<file path="src/rtl/req_enc_pkg.sv">
// req_enc_pkg: shared sizes, FSM state type and index decode helper
package req_enc_pkg;
   localparam int REQ_N = 8;
   localparam int IDX_W = 3;
   typedef enum logic {IDLE, PRESENT} state_t;
   function automatic logic [REQ_N-1:0] onehot8(input logic [IDX_W-1:0] idx);
      return REQ_N'(1) << idx;
   endfunction
endpackage

</file>
<file path="src/rtl/prio_enc8.sv">
// prio_enc8: combinational 8-to-3 encoder, highest set index wins
module prio_enc8
   import req_enc_pkg::*;
(
   input  logic [REQ_N-1:0] i_cand,
   output logic [IDX_W-1:0] o_idx,
   output logic             o_any
);
   // scan upward so the highest set bit is the last one written
   always_comb begin
      o_idx = '0;
      o_any = |i_cand;
      for (int i = 0; i < REQ_N; i++)
         if (i_cand[i]) o_idx = IDX_W'(i);
   end
endmodule

</file>
<file path="src/rtl/req_capture_encoder.sv">
// req_capture_encoder: captures request events into pending bits and hands out the highest unmasked index
module req_capture_encoder
   import req_enc_pkg::*;
#(
   parameter bit EDGE = 1'b1
) (
   input  logic             clk,
   input  logic             rst,
   input  logic [REQ_N-1:0] req_in,
   input  logic [REQ_N-1:0] mask,
   output logic             out_valid,
   input  logic             out_ready,
   output logic [IDX_W-1:0] out_idx,
   output logic [REQ_N-1:0] pending,
   output logic             overflow,
   input  logic             clr_overflow
);
   logic [REQ_N-1:0] r_prev, r_pending, w_ev, w_clr, w_cand;
   logic [IDX_W-1:0] r_idx, w_sel, w_idx_nxt;
   logic             r_valid, r_overflow, w_hs, w_any, w_ovf_set, w_load, w_valid_nxt;
   state_t           r_state, w_state_nxt;

   assign w_ev      = EDGE ? (req_in & ~r_prev) : req_in;
   assign w_hs      = r_valid && out_ready;
   assign w_clr     = w_hs ? onehot8(r_idx) : '0;
   assign w_cand    = r_pending & mask & ~w_clr;
   assign w_ovf_set = EDGE && |(w_ev & r_pending & ~w_clr);

   prio_enc8 u_enc (.i_cand(w_cand), .o_idx(w_sel), .o_any(w_any));

   // edge history (reset loads current lines so held-high requests are not events), pending and sticky overflow
   always_ff @(posedge clk) begin
      r_prev     <= req_in;
      r_pending  <= rst ? '0 : ((r_pending & ~w_clr) | w_ev);
      r_overflow <= rst ? 1'b0 : (w_ovf_set || (r_overflow && !clr_overflow));
   end

   // state register
   always_ff @(posedge clk) r_state <= rst ? IDLE : w_state_nxt;

   // next state: leave PRESENT only when the accepted index leaves nothing eligible
   always_comb w_state_nxt = (r_state == IDLE) ? (w_any ? PRESENT : IDLE) : ((w_hs && !w_any) ? IDLE : PRESENT);

   // output decode: a new index is loaded only from IDLE or on a handshake, never preempting
   always_comb begin
      w_load      = w_any && (r_state == IDLE || w_hs);
      w_idx_nxt   = w_load ? w_sel : r_idx;
      w_valid_nxt = (w_state_nxt == PRESENT);
   end

   // registered presentation to the consumer
   always_ff @(posedge clk) begin
      r_valid <= rst ? 1'b0 : w_valid_nxt;
      r_idx   <= rst ? '0 : w_idx_nxt;
   end

   assign out_valid = r_valid;
   assign out_idx   = r_idx;
   assign pending   = r_pending;
   assign overflow  = r_overflow;
endmodule

</file>
<file path="config.mk">
export PLATFORM = sky130hd
export DESIGN_NAME = req_capture_encoder
export DESIGN_NICKNAME = d
export VERILOG_FILES = /design/src/rtl/req_enc_pkg.sv /design/src/rtl/prio_enc8.sv /design/src/rtl/req_capture_encoder.sv
export SDC_FILE = /design/constraint.sdc
export NUM_CORES = 1
export LEC_CHECK = 0
export CAP_MARGIN = 10
export CORE_MARGIN = 8
export CORE_UTILIZATION = 45
export CTS_CLUSTER_SIZE = 30
export DETAILED_ROUTE_END_ITERATION = 10
export GPL_TIMING_DRIVEN = 0
export HOLD_SLACK_MARGIN = 0.1
export PLACE_DENSITY = 0.92
export SLEW_MARGIN = 20
export SYNTH_ARGS = -nofsm -noshare
export SYNTH_HDL_FRONTEND = slang
export SYNTH_SLANG_ARGS = --single-unit
</file>
<file path="constraint.sdc">
create_clock -name clk -period 3.6 [get_ports clk]
set_clock_uncertainty 0.2 [all_clocks]
set_input_delay 0.54 -clock clk [delete_from_list [all_inputs] [get_ports clk]]
set_output_delay 0.54 -clock clk [all_outputs]
set_load 0.05 [all_outputs]
</file>
# After elaboration in Yosys (flattened, before gate mapping)

Index checks and enable logic that the tools add are counted.

Flip-flop bits (word level): 21
Bits in latches: 0
RAM bits: 0
Bits in read-only memories: 0
Input bits: 20
Output and inout bits: 13
Logic and storage cells: 37
Memories kept: 0

Add/subtract/negate cells: 0
$mul: 0
Divide/modulo/power cells: 0
$lt $le $gt $ge: 0
Equal/unequal tests: 0
Shifts and indexed selects: 1
Muxes and demuxes: 11
Bitwise gates (word level): 10
Reduce and logical (&&, ||, !) cells: 10

Operators with widths:

| cell                                             | number |
|---|---|
| bitwise AND 8 bit                                | 6 |
| NOT 8 bit                                        | 2 |
| OR reduction 8 bit                               | 2 |
| 2-to-1 mux 3 bit                                 | 4 |
| 2-to-1 mux 8 bit                                 | 1 |
| bitwise OR 8 bit                                 | 1 |
| << shifter 1 x 3 -> 8 bit (first input constant) | 1 |
| logical AND 1 bit                                | 4 |
| 2-to-1 mux 1 bit                                 | 4 |
| 2-to-1 mux 2 bit                                 | 2 |
| zero test 1 bit                                  | 2 |
| logical OR 1 bit                                 | 2 |
| NOT 1 bit                                        | 1 |

# Depth between registers and ports, before layout

Word-level depth: 11
Mapped depth: 5
Depth with buffers taken out: 5

# Hierarchy

Synthesis repeated with hierarchy kept, for this count alone.

Cells, all modules: 108
Area total of the unflattened synthesis: 910.9 µm²

By module, submodules not included:

| module              | times used | cells an instance | area each (µm²) | sequential area each (µm²) |
|---|---|---|---|---|
| req_capture_encoder | 1          | 96                | 844.6           | 420.4 |
| prio_enc8           | 1          | 12                | 66.3            | 0.0 |

# Worst setup path after synthesis

OpenSTA, ideal clock, no wires.

Path kind: reg2reg
Start point: reg r_state
End point: reg r_state
Library setup time: 0.115 ns
Data arrival time: 1.743 ns
Required time: 3.285 ns
Slack: 1.542 ns
Cell stages (with the launch flop): 6
Path buffers: 0
Period minus slack after synthesis: 2.058 ns
Path through: dfxtp_1 > nand3_2 > o311ai_2 > o2111a_2 > nand2_1 > o21a_1

Longest elaborated chain between the ends: 9

RTL lines:

| what                     | line                      | RTL |
|---|---|---|
| start: declaration       | req_capture_encoder.sv:21 | `state_t r_state, w_state_nxt;` |
| start signal: assignment | req_capture_encoder.sv:39 | `always_ff @(posedge clk) r_state <= rst ? IDLE : w_state_nxt;` |
| logical AND 1 bit        | --                        |  |
| 2-to-1 mux 8 bit         | --                        |  |
| NOT 8 bit                | --                        |  |
| bitwise AND 8 bit        | --                        |  |
| OR reduction 8 bit       | --                        |  |
| zero test 1 bit          | --                        |  |
| logical AND 1 bit        | --                        |  |
| 2-to-1 mux 1 bit         | --                        |  |
| 2-to-1 mux 1 bit (*)     | req_capture_encoder.sv:42 | `always_comb w_state_nxt = (r_state == IDLE) ? (w_any ? PRESENT : IDLE) : ((w_hs && !w_any) ? IDLE : PRESENT);` |

Mark *: on every way between the ends. The rest lies on a longest branch, timed or not.
A chain may end at the register's enable or synchronous reset.

# Worst setup path after layout

Start point: reg r_idx[0] (netlist: out_idx[0])
End point: out out_idx[0]

RTL lines:

| what                     | line                      | RTL |
|---|---|---|
| start: declaration       | req_capture_encoder.sv:19 | `logic [IDX_W-1:0] r_idx, w_sel, w_idx_nxt;` |
| start signal: assignment | req_capture_encoder.sv:54 | `r_idx <= rst ? '0 : w_idx_nxt;` |
| end: declaration         | req_capture_encoder.sv:13 | `output logic [IDX_W-1:0] out_idx,` |

No word-level cell between the ends.

==> results.toml <==
[synthesis]
netlist-cell-type-count = 31
seq_area_frac_synth_pct = 46.67
syn-instance-count = 91
synth_area_leaders = "dfxtp_1, nand2b_1, a21oi_1, o21ai_0, o211a_1"
ys_warn_count = 0
synth_edf_count = 0
yosys_register_bits = 21
synthTopCellsByCount = "dfxtp_1, nand2b_1, a21oi_1"
synth_top_area_share_pct = 46.67
syn_area_per_cell_sq_um = 9.900
async_flop_share_pct = 0
synth_top_area_cell = "dfxtp_1"
synth.cell_area_sq_um = 900.9
yosysMostFrequentCell = "dfxtp_1"
synth_nets = 111
synth_top_flop_cell = "dfxtp_1"

[clock_tree]
cts_resized = 0
cts_made_buffers = 3
clk_transition_reported_paths_ns = 0.12
clockRootBuffer = "clkbuf_4"
clkSinkCount = 21
clockBufferDepth = 2
cts_tree = "yes"
htreeDepth = 1
clock_latency_ns = 0.30
cts_setup_buffers = 0
hold_buffers = 0

[routing]
ant_nets = 0
wl_met1_um = 1071
wl_um = 2491
vias_per_cell = 5.675
top_layer = "met4"
dr_total_vias = 874
drt_iter0_markers = 30
wl_met3_um = 173
dr.pass1.iters = 4
drt-wirelength-per-cell_um = 16.18
dr_wl_met2_um = 1204
drcViolationCount = 0

[timing]
rsz0062_at_grt = "no"
setup_slack_ns = 1.163
fin_hold_ws_ns = 0.3178
max_freq_mhz = 410.3
period_share_pct = 67.69
hold_viol_final = 0
slew-limit-headroom_pct = 65.02
timing.setup.tns_ns = 0
setup_viol = 0
maxSlewViolCount = 0
period_minus_slack_ns = 2.437
tightest_slew_ns = 0.5230

[finish]
num-nets-final = 148
fin_util_pct = 66.67
drive_above_1_share_pct = 11.02
design_area_sq_um = 1281
area_growth_pct = 42.22
num_antenna_cells = 0
fillers = 179

[power]
power.leakage_nw = 0.4983
ir_drop_v = 0.0002573
pwr-share-seq_pct = 49.3
switchingPower_uw = 180.4
power_density_nw_per_um2 = 421.8
p_int_uw = 360.1
power_frac_clock_pct = 21.6
switching_share_pct = 33.38
power.share.combinational_pct = 29.1

[setup_path]
worstSetupPathType = "register to output port"
regToRegEndpoint = "out_idx[0]"
crit_chain = "clkdlybuf4s50_1"
path_delay_family = "buffers and inverters"
crit_required_ns = 2.86
slowest_stage = "clkdlybuf4s50_1"
cp_max_fo = 9
arrival_ns = 1.70
reg2reg_slack_ns = 1.72
end_kind = "output port"
worstSetupStartpointType = "register"
rr_worst_depth = 5
slowest_delay_ns = 0.87
crit_start = "out_idx[0]"
regToRegStartpoint = "out_idx[0]"
path_buf_inv = 1

[place]
placed_cell_area_sq_um = 1255
dp_worst_setup_slack_ns = 1.109
dp_hpwl_um = 1927
io_buffers = 32
routabilityCongestion = 0.7764

[worst_hold_path]
hp-class = "register to register"
hold_depth = 2
hold_path.startpoint = "out_idx[1]"
hold_end = "out_idx[1]"

[grt]
grt_pass1_wl_um = 3870
grt_pass1_vias = 910
grt_max_degree = 12
overflow = 0
track_usage_pct = 14.12
grt_antenna_before_repair = 0

[run_status]
status = "completed"

[floorplan]
ios = 33
initial_utilization_pct = 46.88
rows = 16
die_y_um = 60.74
fp.coreArea_sq_um = 1922
die_w_um = 60.74
die_area_sq_um = 3689

[run]
maxCapViolCount = 0
-- metal layers --
metal	vias to the layer above	GRT usage, %
met1	414	14.46
li1	415	-
met2	38	23.23
met4	0	9.302
met3	7	5.720
met5	-	0
-- registers in the layout (all words and copies together) (netlist names) --
| name | cells |
|---|---|
| out_idx | 3 |
| r_state | 1 |
| r_prev | 8 |
| pending | 8 |
| overflow | 1 |
-- cell type report --
class                   instances  area [sq um]  area share (%)
well taps                      27         33.78           2.637
plain buffers                   1         3.754          0.2930
clock buffers                   4         26.28           2.051
repair buffers                 32         320.3           25.00
flip-flops and latches         21         420.4           32.81
inverters                       4         15.01           1.172
multi-input cells              65         461.7           36.04
-- cell usage in the layout (no fill, tap or decap) --
| cell | count |
|---|---|
| a211o_2 | 1 |
| a211oi_1 | 1 |
| a21boi_1 | 1 |
| a21oi_1 | 9 |
| a21oi_2 | 1 |
| a41oi_1 | 1 |
| and2b_2 | 1 |
| and3_2 | 1 |
| and4bb_4 | 1 |
| clkbuf_1 | 2 |
| clkbuf_4 | 3 |
| clkdlybuf4s50_1 | 32 |
| dfxtp_1 | 21 |
| inv_1 | 4 |
| mux2i_1 | 1 |
| nand2_1 | 6 |
| nand2b_1 | 10 |
| nand3_2 | 1 |
| nand3b_4 | 1 |
| nor2_1 | 2 |
| nor3_1 | 1 |
| o2111a_2 | 1 |
| o211a_1 | 3 |
| o211ai_1 | 3 |
| o211ai_2 | 1 |
| o21a_1 | 1 |
| o21ai_0 | 7 |
| o21ai_2 | 1 |
| o22ai_1 | 4 |
| o311a_1 | 1 |
| o311ai_2 | 1 |
| o31ai_1 | 2 |
| o32ai_1 | 1 |
-- how the worst max path moves through the flow --
stage	end	slack, ns	cells past startpoint
floorplan	r_state	1.54	5
global placement	r_state	1.14	6
detailed placement	r_state	1.11	6
CTS	out_idx[0]	1.16	1
global route	out_idx[0]	1.11	1
finish	out_idx[0]	1.16	1
-- worst reg2reg max path, stage by stage (launching register included) --
cell and delay [ns]:
dfxtp_1 0.53, nand2b_1 0.25, o211a_1 0.22, and4bb_4 0.23
a211o_2 0.30, o21ai_2 0.10
-- power by group through the flow --
stage                     logic (mW)  clock network (mW)  registers [mW]
after floorplan               0.0519                   0           0.313
after global placement         0.152                   0           0.271
after detailed placement       0.156                   0           0.272
after CTS                      0.157               0.118           0.266
after global routing           0.166               0.128           0.269
final                          0.157               0.117           0.266
-- stage by stage --
step,cells,total power [mW]
2_1_floorplan,91,0.3652
3_3_place_gp,150,0.4229
3_5_place_dp,150,0.4280
4_1_cts,154,0.5418
5_1_grt,154,0.5622
6_report,154,0.5405
-- kinds of logic (layout without fill, tap and decap cells) --
family	after synthesis	after routing	synth area share, %
flops	21	21	46.67
buf+inv	5	41	2.082
simple gates	24	24	17.78
mux	1	1	1.111
compound gates	40	40	32.36
(Power assumes the default switching activity.)
